[src/rtl/alu_op_sequencer.sv]
// Sequences one ALU operation: latch operands/opcode, hold EXEC (longer for mul/div), capture the 64-bit result, pulse done.
// Latency: done in cycle E2 (simple), E(2+MULDIV_WAIT) (mul/div), E1 (illegal); start is ignored while busy.
module alu_op_sequencer #(
   parameter int unsigned MULDIV_WAIT = 2
) (
   input  logic        clock,
   input  logic        clear,
   input  logic        start,
   input  logic [4:0]  opcode,
   input  logic [31:0] ra_data,
   input  logic [31:0] rb_data,
   input  logic [63:0] alu_result,
   output logic [31:0] y_out,
   output logic [31:0] b_out,
   output logic [4:0]  alu_control,
   output logic [31:0] zhi,
   output logic [31:0] zlo,
   output logic        busy,
   output logic        done,
   output logic        illegal
);

   typedef enum logic [1:0] {IDLE, EXEC, CAPTURE, DONE} state_t;

   localparam logic [3:0] WAIT_LIM = 4'(MULDIV_WAIT);

   state_t      state_q, state_d;
   logic [4:0]  op_q, op_d;
   logic [3:0]  cnt_q, cnt_d;
   logic [31:0] y_q, y_d;
   logic [31:0] b_q, b_d;
   logic [31:0] zhi_q, zhi_d;
   logic [31:0] zlo_q, zlo_d;
   logic        ill_q, ill_d;

   function automatic logic is_legal(input logic [4:0] c);
      case (c)
         5'b00011, 5'b00100, 5'b00101, 5'b00110, 5'b00111,
         5'b01000, 5'b01001, 5'b01010, 5'b01011, 5'b01111,
         5'b10000, 5'b10001, 5'b10010, 5'b11111: is_legal = 1'b1;
         default:                                is_legal = 1'b0;
      endcase
   endfunction

   function automatic logic is_muldiv(input logic [4:0] c);
      is_muldiv = (c == 5'b01111) || (c == 5'b10000);
   endfunction

   always_ff @(posedge clock) begin
      if (!clear) begin
         state_q <= IDLE;
         op_q    <= 5'b00000;
         cnt_q   <= 4'd0;
         y_q     <= 32'd0;
         b_q     <= 32'd0;
         zhi_q   <= 32'd0;
         zlo_q   <= 32'd0;
         ill_q   <= 1'b0;
      end else begin
         state_q <= state_d;
         op_q    <= op_d;
         cnt_q   <= cnt_d;
         y_q     <= y_d;
         b_q     <= b_d;
         zhi_q   <= zhi_d;
         zlo_q   <= zlo_d;
         ill_q   <= ill_d;
      end
   end

   always_comb begin
      state_d = state_q;
      op_d    = op_q;
      cnt_d   = cnt_q;
      y_d     = y_q;
      b_d     = b_q;
      zhi_d   = zhi_q;
      zlo_d   = zlo_q;
      ill_d   = ill_q;
      case (state_q)
         IDLE: begin
            if (start) begin
               if (is_legal(opcode)) begin
                  y_d     = ra_data;
                  b_d     = rb_data;
                  op_d    = opcode;
                  ill_d   = 1'b0;
                  cnt_d   = 4'd0;
                  state_d = EXEC;
               end else begin
                  ill_d   = 1'b1;
                  state_d = DONE;
               end
            end
         end
         EXEC: begin
            // The capture happens on the EXEC exit edge, so CAPTURE never holds a cycle.
            if (is_muldiv(op_q) && (cnt_q != WAIT_LIM)) begin
               cnt_d = cnt_q + 4'd1;
            end else begin
               zhi_d   = alu_result[63:32];
               zlo_d   = alu_result[31:0];
               state_d = DONE;
            end
         end
         CAPTURE: state_d = DONE;
         DONE:    state_d = IDLE;
         default: state_d = IDLE;
      endcase
   end

   assign y_out       = y_q;
   assign b_out       = b_q;
   assign alu_control = op_q;
   assign zhi         = zhi_q;
   assign zlo         = zlo_q;
   assign illegal     = ill_q;
   assign busy        = (state_q != IDLE);
   assign done        = (state_q == DONE);

endmodule

[config.mk]
export PLATFORM = sky130hd
export DESIGN_NAME = alu_op_sequencer
export DESIGN_NICKNAME = d
export VERILOG_FILES = /design/src/rtl/alu_op_sequencer.sv
export SDC_FILE = /design/constraint.sdc
export NUM_CORES = 1
export LEC_CHECK = 0
export ABC_AREA = 1
export CAP_MARGIN = 25
export CORE_ASPECT_RATIO = 0.8
export CORE_MARGIN = 1.5
export CORE_UTILIZATION = 42
export DETAILED_ROUTE_END_ITERATION = 12
export PLACE_DENSITY = 0.95
export SLEW_MARGIN = 25
export SYNTH_ARGS = -nofsm -noshare
export SYNTH_HDL_FRONTEND = slang
export SYNTH_SLANG_ARGS = --single-unit
[constraint.sdc]
create_clock -name clock -period 3.2 [get_ports clock]
set_input_delay 0.64 -clock clock [delete_from_list [all_inputs] [get_ports clock]]
set_output_delay 0.64 -clock clock [all_outputs]
set_load 0.02 [all_outputs]
==> key figures, run 1 <==
Outcome
  • Status: finished, final reports clean

Yosys
  • Synthesized cell area: between 5000 and 6000 um^2
  • Post-synth top area share: 54.5%
  • Synth Area per Inst: between 7 and 8 um^2
  • YS warnings: 0
  • Seq/Total Area, Yosys: 54.5%
  • Area contributors post-synth: dfxtp_1 (55%), nor2_1 (20%), o21ai_1 (7.9%), o21ai_0 (5.5%), buf_6 (2.2%)
  • Asr flop ratio synth: 0%
  • Most common flop cell mapped by yosys: dfxtp_1
  • Count of different cell masters after synthesis: 21
  • Synth Register Bits: 140
  • Number of synthesized flops with an enable pin: 0
  • Post-synth top area cell: dfxtp_1
  • Post-Synthesis Cells: between 600 and 700
  • Syn nets: 803

Finish
  • Area growth syn-to-layout: 63.9%
  • Multi-input combinational cell area: 2010 um^2
  • Storage cell area: 2800 um^2
  • Design area: between 8000 and 9000 um^2
  • Ant. Diodes: 0
  • Nets: 1,056
  • Most frequent cells in the layout: nor2_1 (274), clkdlybuf4s50_1 (270), dfxtp_1 (140), o21ai_1 (81), o21ai_0 (56)
  • Fillers: 888
  • Commonest non-fill, non-tap cell in the layout: nor2_1
  • Layout cells sized above 1: 4.53%

Placed design
  • Port Buffers: 271
  • Routability congestion estimate: 0.790
  • DP Area: approximately 8000 um^2
  • DP HPWL: 10,900 um

Worst setup path
  • Critical path peak fanout: 5
  • CP required: 2.56 ns
  • Worst Setup End Kind: output port
  • Crit Path Class: reg -> out
  • Arr. time, crit path: between 1.5 and 2 ns
  • Crit path launch type: register

Drt
  • DR iter-0 viols: about 330
  • Post-route ant nets: 0
  • Post-route DRC: 0
  • Total wire length after detailed routing: 15,400 um
  • Wire per inst: 14.3 um
  • Via/cell ratio: just under 5
  • Routed vias: about 5,200
  • Drt first pass iters: 5

STA
  • Fmax: 396 MHz
  • Actual slew at the worst max-slew pin: 0.671 ns
  • Setup tns final: 0 ns
  • Rel. slew slack: between 50% and 60%
  • Setup-failing EPs final: 0
  • Final clock skew: 0.0118 ns
  • Fin crit share: 78.9%
  • Slew Viols, Final: 0
  • RSZ-0062 raised after global routing: false
  • Min Clock Period, post-route: 2.52 ns
  • Fin. Hold Viols: 0

Die
  • Total die area: approximately 13,000 um^2
  • Core area: between 10,000 and 15,000 um^2
  • Die Wd: roughly 130 um
  • Initial Util: 43.8%
  • Die H: 102 um
  • FP Rows: 35
  • # IOs: around 270

Clock tree
  • Worst skew pair latency: roughly 0.40 ns
  • CTS Sinks: 140
  • Clk buf depth: 2
  • Cts bufs inserted: 17
  • Clock root cell: clkbuf_16
  • Depth of the CTS H-tree: 4
  • Clk slew on worst S/H paths: 0.06 ns
  • Setup bufs post-CTS: 0
  • Post-cts sizing count: 0
  • CTS tree: yes
  • Hold_buf cts: 0

Global route
  • Number of global-route vias before repair: 4,863
  • GRT Overall Usage: 22.9%
  • Largest net degree at the start of global routing: 75
  • GR Overflow Total: 0
  • Global-route wire length before repair: 23,500 um
  • Initial antenna violation count: 0

Power and ir drop
  • Maximum vdd ir drop: 0.383 mV
  • Lkg Pwr: 3.29 nW
  • Power per cell area: 678 nW/um^2

Run
  • Max-cap viol count: 0

Min path
  • Hold Crit Class: reg -> reg
==> worst max-delay path, stage by stage (launching register included) <==
cell             delay (ns)
dfxtp_1                0.43
inv_1                  0.07
ha_1                   0.24
inv_1                  0.12
clkdlybuf4s50_1        0.63
==> power breakdown <==
part | internal [mW] | total (mW) | switching (mW)
sequential | 1.99 | 2.13 | 0.135
clock | 1.23 | 1.98 | 0.748
combinational | 0.738 | 1.60 | 0.863
total | 3.96 | 5.71 | 1.75
==> metal layers <==
metal	track usage, %	up-vias	share of wire, %
met3	8.69	12	7.8
met4	5.68	0	0.91
met1	25.4	2356	41
met5	0	-	0
li1	-	2622	-
met2	42.1	216	51
==> layout make-up <==
type	instances	area share [%]
clock inverters	13	1.96
multi-input cells	464	23.8
well taps	148	2.20
inverters	15	0.698
flip-flops and latches	140	33.3
repair buffers	276	32.9
clock buffers	19	5.14
==> cells by family after synthesis <==
| kind of cell | after synthesis | share of synthesized area, % |
|---|---|---|
| simple gates | 313 | 23.4 |
| compound gates | 144 | 14.0 |
| flops | 140 | 54.5 |
| buf+inv | 57 | 6.40 |
| fa+ha+maj | 6 | 1.46 |
| xor+xnor | 1 | 0.170 |
==> cells in the mapped netlist (2+ instances only) <==
cell,number
clkbuf_2,4
o21ai_0,56
o21ai_1,81
a21oi_1,7
buf_2,8
buf_4,6
nand3_1,9
ha_1,6
nand2_1,25
buf_6,10
clkbuf_1,14
nor2_1,274
inv_1,13
dfxtp_1,140
nand2_2,2
==> state kept, by name, indices dropped and copies added (netlist names) <==
register	count
y_out	32
cnt_q	4
b_out	32
zhi	32
alu_control	5
illegal	1
zlo	32
state_q	2
==> worst paths after layout <==
check        startpoint  cells after the start         to  slack, ns
max          state_q[0]                      4       busy       0.68
min           b_out[15]                      2  b_out[15]       0.48
max reg2reg    cnt_q[0]                      8    zhi[22]       1.19
min reg2reg   b_out[15]                      2  b_out[15]       0.48
==> per-stage QoR <==
step	setup slack [ns]	utilization (%)	hold WS [ns]	std cells	power, mW
finish	0.676	71.8	0.479	1075	5.71
global route	0.600	71.8	0.497	1075	5.99
CTS	0.661	71.8	0.483	1075	5.75
detailed placement	0.544	66.7	0.471	1043	3.76
global placement	0.620	66.7	0.461	1043	3.70
floorplan	1.67	-	0.452	661	3.03
Power figures use the tool's default switching activity.
==> inputs of run 2 (changes only) <==
Settings changed: CORE_UTILIZATION 42 to 39, PLACE_DENSITY 0.95 to 0.91.
Clock period 3.2 ns to 2.6 ns, I/O delays scaled along.
==> run 2 against run 1 <==
Against the previous run:
- first-iteration DRC count decreased by 24%
- clock skew decreased by 0.0048 ns
- sequential share of layout area decreased by 0.40 points
- die area increased by 7.5%
- routed wire length decreased by 0.79%
- worst setup slack got worse by 0.53 ns
- via count decreased by 0.46%
- total power increased by 24%
- core utilization decreased by 5.5 points
- non-clock buffer count increased by 7
- clock power increased by 23%
- critical path depth unchanged
- critical path type unchanged
- critical endpoint unchanged
- largest cell class is now non-clock buffers
- largest power group unchanged
- highest routed layer unchanged
==> key figures, run 2 (synthesis gave the netlist of run 1 again) <==
Worst setup path
  • Crit path top cell by count: inv_1
  • CP required: 2.08 ns (-0.48 ns)
  • Crit path cell chain: inv_1 -> ha_1 -> inv_1 -> clkdlybuf4s50_1
  • Buf/Inv on CP: 3 (unchanged)
  • Slowest cell delay on critical path: 0.66 ns (+0.03 ns)
  • Slowest CP cell: clkdlybuf4s50_1
  • Crit path launch type: register
  • Cell family with most CP delay: buffers and inverters
  • Critical path peak fanout: 5 (unchanged)
  • R2R setup slack: 0.88 ns (-0.31 ns)
  • Worst Setup End Kind: output port
  • Crit Path Class: reg -> out
  • Arr. time, crit path: 1.94 ns (+0.06 ns)

Finish
  • Ant. Diodes: 0 (unchanged)
  • Fillers: 1,042 (+17%)
  • Nets: 1,063 (+0.66%)
  • Area growth syn-to-layout: 65.9%
  • Design area: 8530 um^2 (+1.2%)
  • Most frequent cells in the layout: nor2_1 (274), clkdlybuf4s50_1 (270), dfxtp_1 (140), o21ai_1 (81), o21ai_0 (56)
  • Layout cells sized above 1: 5.25% (+0.72 points)
  • Commonest non-fill, non-tap cell in the layout: nor2_1

Global route
  • Number of global-route vias before repair: 4,951 (+1.8%)
  • Largest net degree at the start of global routing: 71 (-5.3%)
  • Initial antenna violation count: 0 (unchanged)
  • GRT Overall Usage: 22.1% (-0.79 points)
  • Global-route wire length before repair: 24,600 um (+4.6%)
  • GR Overflow Total: 0 (unchanged)

Clock tree
  • Depth of the CTS H-tree: 4 (unchanged)
  • Clk slew on worst S/H paths: 0.06 ns (about the same)
  • CTS Sinks: 140 (unchanged)
  • Worst skew pair latency: 0.40 ns (about the same)
  • Post-cts sizing count: 0 (unchanged)
  • CTS tree: yes
  • Clk buf depth: 2 (unchanged)
  • Clock root cell: clkbuf_16
  • Setup bufs post-CTS: 0 (unchanged)
  • Cts bufs inserted: 17 (unchanged)
  • Hold_buf cts: 0 (unchanged)

STA
  • Setup tns final: 0 ns (unchanged)
  • Fmax: 407 MHz
  • RSZ-0062 raised after global routing: false
  • Fin crit share: 94.5%
  • Setup-failing EPs final: 0 (unchanged)
  • Final clock skew: 0.00693 ns (-0.00485 ns)
  • Slew Viols, Final: 0 (unchanged)
  • Actual slew at the worst max-slew pin: 0.449 ns (-0.221 ns)
  • Rel. slew slack: 70.0% (+15 points)
  • Fin. Hold Viols: 0 (unchanged)
  • Min Clock Period, post-route: 2.46 ns
  • Hold slack final: 0.477 ns (-0.00117 ns)

Placed design
  • Routability congestion estimate: 0.776 (-1.8%)
  • Port Buffers: 271 (unchanged)
  • DP Area: 7930 um^2 (+1.3%)
  • DP HPWL: 11,100 um (+1.1%)

Run
  • Max-cap viol count: 0 (unchanged)

Outcome
  • Status: finished, final reports clean

Die
  • # IOs: 272 (unchanged)
  • Initial Util: 39.9% (-3.9 points)
  • Core area: 12,900 um^2 (+9.7%)
  • Die Wd: 131 um (+3.7%)
  • Total die area: 13,900 um^2 (+7.5%)
  • FP Rows: 37 (+5.7%)
  • Die H: 106 um (+3.7%)

Min path
  • Hold Crit Class: reg -> reg

Drt
  • Post-route ant nets: 0 (unchanged)
  • DR iter-0 viols: 248 (-24%)
  • Total wire length after detailed routing: 15,300 um (-0.79%)
  • Routed vias: 5,182 (-0.46%)
  • Via/cell ratio: 4.67 (-3.5%)
  • Wire per inst: 13.8 um (-3.8%)
  • Post-route DRC: 0 (unchanged)
  • Drt first pass iters: 4 (-1)

Power and ir drop
  • Lkg Pwr: 3.33 nW (+1.4%)
  • Power per cell area: 827 nW/um^2 (+22%)
  • Maximum vdd ir drop: 0.451 mV (+18%)
-- run 2: report_power, final --
group	switching, mW	internal (mW)	leakage [nW]	total, mW
clock	0.884	1.56	0.289	2.44
sequential	0.166	2.45	1.15	2.62
combinational	1.06	0.934	1.89	2.00
total	2.11	4.94	3.33	7.06
-- run 2: routing by layer --
metal | part of all wire, % | wire length, um | global-route usage, % | vias up
li1 | - | - | - | 2629
met3 | 8.9 | 1370 | 8.95 | 23
met4 | 2.1 | 324 | 8.65 | 0
met5 | 0 | 0 | 0 | -
met1 | 42 | 6370 | 25.0 | 2302
met2 | 47 | 7220 | 37.6 | 228
-- run 2: final cells by class --
type	instances	area, um^2	share of cell area, %
Multi-Input combinational cell	464	2010	23.5
Timing Repair Buffer	283	2840	33.3
Tap cell	175	219	2.57
Sequential cell	140	2800	32.9
Inverter	15	58.8	0.690
Clock inverter	11	141	1.66
Clock buffer	21	460	5.40
-- run 2: worst paths after layout --
| path | cells past startpoint | end | from |
|---|---|---|---|
| setup / recovery | 4 | busy | state_q[0] |
| hold / removal | 2 | y_out[30] | y_out[30] |
| setup reg to reg | 9 | y_out[29] | state_q[1] |
| hold reg to reg | 2 | y_out[30] | y_out[30] |
-- run 2: stage by stage --
stage	util (%)	std cells	power, mW	worst slack (ns)
after floorplan	-	661	3.73	1.19
after global placement	61.6	1077	4.59	0.451
after detailed placement	61.6	1077	4.66	0.334
after CTS	66.3	1109	7.12	0.120
after global routing	66.3	1109	7.42	0.0641
final	66.3	1109	7.06	0.143
-- run 2: worst min-delay path: cells and delay by family (launching register included) --
family,cells,cell delay (ns)
simple gates,2,0.12
flops,1,0.32
